===== src/rtl/pcie_tx_arbiter_pkg.sv =====
// ---------------------------------------------------------------------------
// pcie_tx_arbiter_pkg
// Shared types and constants for the PCIe TX completion-stream arbiter.
//   - TX beat layout (last/strob/data), identical to the DMA response FIFO word
//   - arbiter FSM state encoding
//   - arbiter register bundle and its reset value
//   - round-robin pointer advance helper
// Ports: none (package).
// ---------------------------------------------------------------------------
package pcie_tx_arbiter_pkg;

  localparam int RESP_FIFO_WIDTH    = 73;
  localparam int PCIE_TX_BEAT_WIDTH = RESP_FIFO_WIDTH;
  localparam int TX_DATA_W          = 64;
  localparam int TX_STROB_W         = 8;

  // Register bundle is sized for the largest supported requester count so the
  // same typedef serves every NREQ; unused upper grant/pointer bits stay zero.
  localparam int ARB_MAX_NREQ = 8;
  localparam int ARB_PTR_W    = 3;

  typedef enum logic {
    ARB_IDLE = 1'b0,
    ARB_LOCK = 1'b1
  } arb_state_e;

  typedef struct packed {
    logic                  last;
    logic [TX_STROB_W-1:0] strob;
    logic [TX_DATA_W-1:0]  data;
  } pcie_tx_beat_t;

  typedef struct packed {
    arb_state_e              state;
    logic [ARB_PTR_W-1:0]    rr_ptr;
    logic [ARB_MAX_NREQ-1:0] grant;
    logic                    tx_valid;
    logic [TX_DATA_W-1:0]    tx_data;
    logic [TX_STROB_W-1:0]   tx_strob;
    logic                    tx_last;
  } pcie_tx_arbiter_registers;

  localparam pcie_tx_arbiter_registers PCIE_TX_ARBITER_REGISTERS_RESET = '{
    state:    ARB_IDLE,
    rr_ptr:   '0,
    grant:    '0,
    tx_valid: 1'b0,
    tx_data:  '0,
    tx_strob: '0,
    tx_last:  1'b0
  };

  // Pointer to the requester after idx, wrapping at nreq.
  function automatic logic [ARB_PTR_W-1:0] rr_next(input logic [ARB_PTR_W-1:0] idx,
                                                   input int nreq);
    if (int'(idx) >= nreq - 1) begin
      return '0;
    end
    return idx + ARB_PTR_W'(1);
  endfunction

endpackage


===== src/rtl/pcie_tx_arbiter_if.sv =====
// ---------------------------------------------------------------------------
// pcie_tx_arbiter_if
// Bundles the requester-side and endpoint-side handshake signals of the
// PCIe TX arbiter.
//   i_req_valid/data/strob/last : NREQ packed requester beats (requester k at
//                                 slice k of each vector)
//   o_req_ready                 : per-requester accept, one-hot or zero
//   o_tx_valid/data/strob/last  : registered output beat
//   i_tx_ready                  : endpoint accepts the output beat
//   o_grant, o_busy             : current owner and activity status
// Modports: slave = arbiter side, master = requester/endpoint side.
// ---------------------------------------------------------------------------
interface pcie_tx_arbiter_if
  import pcie_tx_arbiter_pkg::*;
#(
  parameter int NREQ = 2
);

  logic [NREQ-1:0]            i_req_valid;
  logic [NREQ*TX_DATA_W-1:0]  i_req_data;
  logic [NREQ*TX_STROB_W-1:0] i_req_strob;
  logic [NREQ-1:0]            i_req_last;
  logic [NREQ-1:0]            o_req_ready;
  logic                       o_tx_valid;
  logic [TX_DATA_W-1:0]       o_tx_data;
  logic [TX_STROB_W-1:0]      o_tx_strob;
  logic                       o_tx_last;
  logic                       i_tx_ready;
  logic [NREQ-1:0]            o_grant;
  logic                       o_busy;

  modport slave (
    input  i_req_valid, i_req_data, i_req_strob, i_req_last, i_tx_ready,
    output o_req_ready, o_tx_valid, o_tx_data, o_tx_strob, o_tx_last,
           o_grant, o_busy
  );

  modport master (
    output i_req_valid, i_req_data, i_req_strob, i_req_last, i_tx_ready,
    input  o_req_ready, o_tx_valid, o_tx_data, o_tx_strob, o_tx_last,
           o_grant, o_busy
  );

endinterface


===== src/rtl/pcie_tx_arbiter_rr_select.sv =====
// ---------------------------------------------------------------------------
// pcie_tx_arbiter_rr_select
// Combinational round-robin selector: returns a one-hot grant for the first
// asserted valid bit at or after ptr, wrapping modulo NREQ. Zero when no
// valid bit is set.
//   valid : NREQ request vector
//   ptr   : starting index (must be < NREQ)
//   grant : one-hot selection or zero
// ---------------------------------------------------------------------------
module pcie_tx_arbiter_rr_select
  import pcie_tx_arbiter_pkg::*;
#(
  parameter int NREQ = 2
) (
  input  logic [NREQ-1:0]      valid,
  input  logic [ARB_PTR_W-1:0] ptr,
  output logic [NREQ-1:0]      grant
);

  localparam int IDX_W = (NREQ > 1) ? $clog2(NREQ) : 1;

  logic             found;
  logic [IDX_W-1:0] idx;

  always_comb begin
    grant = '0;
    found = 1'b0;
    idx   = '0;
    for (int i = 0; i < NREQ; i++) begin
      idx = IDX_W'((int'(ptr) + i) % NREQ);
      if (!found && valid[idx]) begin
        grant[idx] = 1'b1;
        found      = 1'b1;
      end
    end
  end

endmodule


===== src/rtl/pcie_tx_arbiter.sv =====
// ---------------------------------------------------------------------------
// pcie_tx_arbiter
// Packet-atomic round-robin arbiter sharing one 64-bit PCIe TX completion
// stream between NREQ TLP sources. Ownership is taken in an arbitration cycle,
// held from the first beat until the last beat is accepted, then priority
// rotates to the requester after the owner. A single registered output stage
// drives the endpoint.
//   i_clk, i_nrst : clock, asynchronous active-low reset
//   bus (slave)   : requester beats/ready, output beat/ready, grant, busy
//
//   state    | meaning
//   ---------+-----------------------------------------------------------
//   ARB_IDLE | no owner; pick next requester from rr_ptr, accept nothing
//   ARB_LOCK | grant held; owner's beats accepted whenever the slot frees
// ---------------------------------------------------------------------------
module pcie_tx_arbiter
  import pcie_tx_arbiter_pkg::*;
#(
  parameter int NREQ = 2
) (
  input  logic              i_clk,
  input  logic              i_nrst,
  pcie_tx_arbiter_if.slave  bus
);

  pcie_tx_arbiter_registers r;
  pcie_tx_arbiter_registers r_nxt;

  logic                          slot_free;
  logic                          accept;
  logic [NREQ-1:0]               grant_cur;
  logic [NREQ-1:0]               sel_grant;
  logic [NREQ-1:0]               ready;
  logic [ARB_PTR_W-1:0]          grant_idx;
  logic [PCIE_TX_BEAT_WIDTH-1:0] sel_flat;
  pcie_tx_beat_t                 sel_beat;

  assign grant_cur = r.grant[NREQ-1:0];

  // Ready depends only on registered state and i_tx_ready, never on the
  // requester inputs, so requesters can safely make valid depend on ready.
  assign slot_free = !r.tx_valid || bus.i_tx_ready;
  assign ready     = (r.state == ARB_LOCK && slot_free) ? grant_cur : '0;
  assign accept    = |(ready & bus.i_req_valid);

  // Grant is one-hot, so an AND-OR mux selects the owner's beat.
  always_comb begin
    sel_flat = '0;
    for (int k = 0; k < NREQ; k++) begin
      if (grant_cur[k]) begin
        sel_flat = sel_flat | {bus.i_req_last[k],
                               bus.i_req_strob[TX_STROB_W*k +: TX_STROB_W],
                               bus.i_req_data[TX_DATA_W*k +: TX_DATA_W]};
      end
    end
  end

  assign sel_beat = pcie_tx_beat_t'(sel_flat);

  always_comb begin
    grant_idx = '0;
    for (int k = 0; k < ARB_MAX_NREQ; k++) begin
      if (r.grant[k]) begin
        grant_idx = ARB_PTR_W'(k);
      end
    end
  end

  pcie_tx_arbiter_rr_select #(
    .NREQ (NREQ)
  ) u_rr_select (
    .valid (bus.i_req_valid),
    .ptr   (r.rr_ptr),
    .grant (sel_grant)
  );

  always_comb begin
    r_nxt = r;

    // Output stage: load on accept, otherwise drain when the endpoint takes
    // the beat. Payload is held after drain, only valid drops.
    if (accept) begin
      r_nxt.tx_valid = 1'b1;
      r_nxt.tx_data  = sel_beat.data;
      r_nxt.tx_strob = sel_beat.strob;
      r_nxt.tx_last  = sel_beat.last;
    end else if (slot_free) begin
      r_nxt.tx_valid = 1'b0;
    end

    case (r.state)
      ARB_IDLE: begin
        if (|bus.i_req_valid) begin
          r_nxt.state                = ARB_LOCK;
          r_nxt.grant                = '0;
          r_nxt.grant[NREQ-1:0]      = sel_grant;
        end
      end
      ARB_LOCK: begin
        // A requester dropping valid mid-packet just stalls here; ownership
        // is only released by an accepted last beat.
        if (accept && sel_beat.last) begin
          r_nxt.state  = ARB_IDLE;
          r_nxt.grant  = '0;
          r_nxt.rr_ptr = rr_next(grant_idx, NREQ);
        end
      end
      default: begin
        r_nxt = PCIE_TX_ARBITER_REGISTERS_RESET;
      end
    endcase
  end

  always_ff @(posedge i_clk or negedge i_nrst) begin
    if (!i_nrst) begin
      r <= PCIE_TX_ARBITER_REGISTERS_RESET;
    end else begin
      r <= r_nxt;
    end
  end

  assign bus.o_req_ready = ready;
  assign bus.o_grant     = grant_cur;
  assign bus.o_tx_valid  = r.tx_valid;
  assign bus.o_tx_data   = r.tx_data;
  assign bus.o_tx_strob  = r.tx_strob;
  assign bus.o_tx_last   = r.tx_last;
  assign bus.o_busy      = (r.state == ARB_LOCK) || r.tx_valid;

endmodule


===== src/flat_wrapper.sv =====
// flat-port wrapper written by rule: the top's interface ports become plain ports
module pcie_tx_arbiter_flat import pcie_tx_arbiter_pkg::*;
#(
  parameter int NREQ = 2
)
  (i_clk, i_nrst, bus_i_req_valid, bus_i_req_data, bus_i_req_strob, bus_i_req_last, bus_i_tx_ready, bus_o_req_ready, bus_o_tx_valid, bus_o_tx_data, bus_o_tx_strob, bus_o_tx_last, bus_o_grant, bus_o_busy);
  pcie_tx_arbiter_if #(.NREQ(NREQ)) bus_i ();
  input  logic i_clk;
  input  logic i_nrst;
  input wire logic [$bits(bus_i.i_req_valid)-1:0] bus_i_req_valid;
  input wire logic [$bits(bus_i.i_req_data)-1:0] bus_i_req_data;
  input wire logic [$bits(bus_i.i_req_strob)-1:0] bus_i_req_strob;
  input wire logic [$bits(bus_i.i_req_last)-1:0] bus_i_req_last;
  input wire logic [$bits(bus_i.i_tx_ready)-1:0] bus_i_tx_ready;
  output wire logic [$bits(bus_i.o_req_ready)-1:0] bus_o_req_ready;
  output wire logic [$bits(bus_i.o_tx_valid)-1:0] bus_o_tx_valid;
  output wire logic [$bits(bus_i.o_tx_data)-1:0] bus_o_tx_data;
  output wire logic [$bits(bus_i.o_tx_strob)-1:0] bus_o_tx_strob;
  output wire logic [$bits(bus_i.o_tx_last)-1:0] bus_o_tx_last;
  output wire logic [$bits(bus_i.o_grant)-1:0] bus_o_grant;
  output wire logic [$bits(bus_i.o_busy)-1:0] bus_o_busy;
  assign bus_i.i_req_valid = bus_i_req_valid;
  assign bus_i.i_req_data = bus_i_req_data;
  assign bus_i.i_req_strob = bus_i_req_strob;
  assign bus_i.i_req_last = bus_i_req_last;
  assign bus_i.i_tx_ready = bus_i_tx_ready;
  assign bus_o_req_ready = bus_i.o_req_ready;
  assign bus_o_tx_valid = bus_i.o_tx_valid;
  assign bus_o_tx_data = bus_i.o_tx_data;
  assign bus_o_tx_strob = bus_i.o_tx_strob;
  assign bus_o_tx_last = bus_i.o_tx_last;
  assign bus_o_grant = bus_i.o_grant;
  assign bus_o_busy = bus_i.o_busy;
  pcie_tx_arbiter #(.NREQ(NREQ)) u_core (.i_clk(i_clk), .i_nrst(i_nrst), .bus(bus_i));
endmodule

===== config.mk =====
export PLATFORM = sky130hd
export DESIGN_NAME = pcie_tx_arbiter_flat
export DESIGN_NICKNAME = d
export VERILOG_FILES = /design/src/rtl/pcie_tx_arbiter_pkg.sv /design/src/rtl/pcie_tx_arbiter_if.sv /design/src/rtl/pcie_tx_arbiter_rr_select.sv /design/src/rtl/pcie_tx_arbiter.sv /design/src/flat_wrapper.sv
export SDC_FILE = /design/constraint.sdc
export NUM_CORES = 1
export LEC_CHECK = 0
export CORE_MARGIN = 3
export CORE_UTILIZATION = 36
export DETAILED_ROUTE_END_ITERATION = 7
export PLACE_DENSITY = 0.82
export REMOVE_ABC_BUFFERS = 1
export SETUP_SLACK_MARGIN = 0.4
export SYNTH_ARGS = -nofsm -noshare
export SYNTH_HDL_FRONTEND = slang
export SYNTH_SLANG_ARGS = --single-unit

===== constraint.sdc =====
create_clock -name i_clk -period 1.4 [get_ports i_clk]
set_input_delay 0.35 -clock i_clk [delete_from_list [all_inputs] [get_ports i_clk]]
set_output_delay 0.35 -clock i_clk [all_outputs]
set_load 0.01 [all_outputs]

==> flow_summary.rst <==
.. list-table::
   :header-rows: 1

   * - Metric
     - Value
   * - Status
     - finished, violations left
   * - Violations in the final reports
     - setup timing
   * - Clock tree from TritonCTS
     - built
   * - # placed instances
     - 652
   * - Vias after detailed routing
     - 3576
   * - Power density cells
     - 2171 nW/um2
   * - Post-detailed-routing wire length
     - 14590 um
   * - Total of flip-flops plus latches after synthesis
     - 78
   * - Yosys warnings
     - 0
   * - Number of standard cells in the final layout excluding fillers
     - 746
   * - Unrepaired setup endpoints after global routing
     - true
   * - Class of the most critical hold timing path
     - reg -> reg
   * - Post-route standard cell area excluding fillers
     - 7771 um2
   * - Critical Path Slowest Stage Cell
     - dfrtp_2
   * - Drc violations
     - 0
   * - Most frequent cells in the layout
     - 146 x clkdlybuf4s50_1, 76 x dfrtp_1, 74 x a22o_1
   * - Cell area after placement
     - 6447 um2
   * - Area Overhead vs Synth
     - 74.61%
   * - Post-synthesis cell count
     - 340
   * - Number of pins with negative max-slew slack in the final report
     - 0
   * - Final-layout setup total negative slack
     - -10.85 ns
   * - Slew at the pin closest to its max-slew limit
     - 0.3240 ns
   * - Critical-path maximum fanout
     - 9
   * - Peak ir drop on the vdd network
     - 1036 uV
   * - Cells along the critical path
     - a22o_1, nand3_4, buf_12, buf_16, mux2_4
   * - Maximum count of clock buffers along a single path
     - 2
   * - Initial standard-cell utilization of the core
     - 37.84%
   * - Core region area
     - 11760 um2
   * - Post-detail-place hpwl
     - 9114 um
   * - Clock latency on the worst-skew pair
     - 0.32 ns
   * - Input/output buffers
     - 229
   * - Kind of end point of the critical path
     - flip-flop
   * - Vias in the first global route
     - 3964
   * - Global route overflow
     - 0
   * - Seq/Total Area, Yosys
     - 43.86%
   * - Clock Tree Root
     - clkbuf_16
   * - Nature of the critical path startpoint
     - flip-flop
   * - Tmin final
     - 1.568 ns
   * - CTS Sinks
     - 78
   * - Number of antenna violations at the first check in global routing
     - 0
   * - CP peak stage delay
     - 0.44 ns
   * - WP buf/inv
     - 2
   * - Data arrival time at the worst-slack endpoint
     - 1.77 ns
   * - Multi-input combinational cell area
     - 1884 um2
   * - Layout cell share with drive strength beyond 1
     - 46.22%
   * - Post-Route Utilization
     - 66.08%
   * - Smallest setup slack after layout
     - -0.1681 ns
   * - Post-synthesis instance area
     - 4451 um2
   * - Period utilization
     - 112.0%
   * - Final antenna diode count
     - 0
   * - Crit path kind
     - reg -> reg
   * - Die area
     - 13730 um2
   * - Library cells used by synthesis
     - 23
   * - Clock-pin slew of the registers on the worst-case setup and hold paths
     - 0.06 ns
   * - Hold WS
     - 0.4972 ns
   * - Pin count of the biggest net entering global routing
     - 45
   * - Worst slew margin relative to its limit
     - 78.40%
   * - Total CTS buffers
     - 9
   * - Data required, critical path
     - 1.60 ns
   * - Setup violations, final
     - 78
   * - Die Height
     - 117.2 um
   * - Register area
     - 1954 um2
   * - Delay-heaviest family, CP
     - flip-flops
   * - Worst clock skew
     - 0.007608 ns
   * - Final hold violation count
     - 0
   * - Final weighted congestion in routability-driven placement
     - 0.8333
   * - Via density
     - 4.794
   * - Die X-Extent
     - 117.2 um
   * - Number of levels in the clock H-tree
     - 3
   * - Commonest non-fill, non-tap cell in the layout
     - clkdlybuf4s50_1
   * - Maximum clock frequency
     - 637.7 MHz
   * - Overall track demand over capacity in global routing
     - 19.99%
   * - Drt first-iter violations
     - 117
   * - Average wire per standard cell
     - 19.56 um
   * - First-pass GRT wire length
     - 20840 um
   * - Reported max-cap violation count
     - 0
   * - Number of placed I/O pins
     - 230
   * - Final net count
     - 729
   * - Synth Area per Inst
     - 13.09 um2
   * - Static leakage
     - 3.835 nW
   * - Length of the first detailed-routing pass in iterations
     - 4
   * - Antenna violation net count after detailed routing
     - 0
   * - Cell Rows
     - 39
   * - Number of filler instances in the final layout
     - 850
[synth_stat cells (all sizes together)]
library cell,number,area [um2]
a21bo,1,10.01
a21boi,1,7.510
a22o,74,648.1
a32o,1,10.01
and3,2,12.51
buf,85,654.4
clkbuf,13,48.80
dfrtp,78,1952
mux2,72,1028
nand2,1,3.750
nand2b,2,12.51
nand3,1,5.000
nand3b,1,7.510
nand4,1,6.260
nor2,2,7.510
nor2b,1,6.260
o211a,1,10.01
o21ai,1,5.000
o31a,1,8.760
or2,1,6.260
[routing by layer]
metal | vias up | wire [um] | track usage (%)
met5 | - | 0 | 0
li1 | 1656 | - | -
met2 | 132 | 8164 | 38.73
met3 | 23 | 824 | 3.290
met1 | 1765 | 5303 | 21.19
met4 | 0 | 298 | 8.104
[per-stage QoR]
| step | power [mW] | worst slack, ns |
|---|---|---|
| 2_1_floorplan | 7.238 | -4.130 |
| 3_3_place_gp | 10.95 | -0.6174 |
| 3_5_place_dp | 11.17 | -0.6197 |
| 4_1_cts | 16.01 | -0.1947 |
| 5_1_grt | 17.70 | -0.2145 |
| 6_report | 16.87 | -0.1681 |
[cell type report]
class	instances	share of cell area, %
clock inverter	4	1.224
tap	164	2.640
timing repair buffer	325	43.62
sequential	78	25.15
multi-input combinational	164	24.25
clock buffer	11	3.123
[registers in the layout (all words and copies together) (netlist names)]
register	count
u_core.bus.o_tx_strob	8
u_core.bus.o_tx_valid	1
u_core.bus.o_tx_data	64
u_core.bus.o_tx_last	1
u_core.r	2
u_core.bus.o_grant	2
[report_power, final]
group | internal (mW) | total, mW | switching [mW] | leakage (nW)
clock network | 1.78 | 2.68 | 0.904 | 0.166
registers | 3.24 | 3.88 | 0.637 | 0.986
logic | 6.71 | 10.3 | 3.60 | 2.68
[cells by family (layout without fill, tap and decap cells)]
family | after synthesis | count (layout) | synth area share, %
buf+inv | 98 | 340 | 15.80
compound gates | 80 | 80 | 15.72
mux | 72 | 72 | 23.11
flops | 78 | 78 | 43.86
simple gates | 12 | 12 | 1.518
[repair_timing]
action,in CTS,in global routing
pin swaps,11,4
endpoints found under the hold margin,8,0
hold buffers,1,0
resized for setup,395,29
buffers inserted,42,24
cloned,11,1
endpoints found under the setup margin,157,191
[final timing paths]
path,start,end,slack [ns],cells after the start
worst max-delay path,u_core.bus.o_grant[1],u_core.bus.o_tx_data[33],-0.17,5
max in group asynchronous,i_nrst,u_core.bus.o_tx_data[26],0.56,3
worst min register to register,u_core.r[82],u_core.r[82],0.50,1
worst max register to register,u_core.bus.o_grant[1],u_core.bus.o_tx_data[33],-0.17,5
worst min-delay path,u_core.r[82],u_core.r[82],0.50,1
min in group asynchronous,i_nrst,u_core.bus.o_tx_data[25],0.55,3
(Power assumes the default switching activity.)
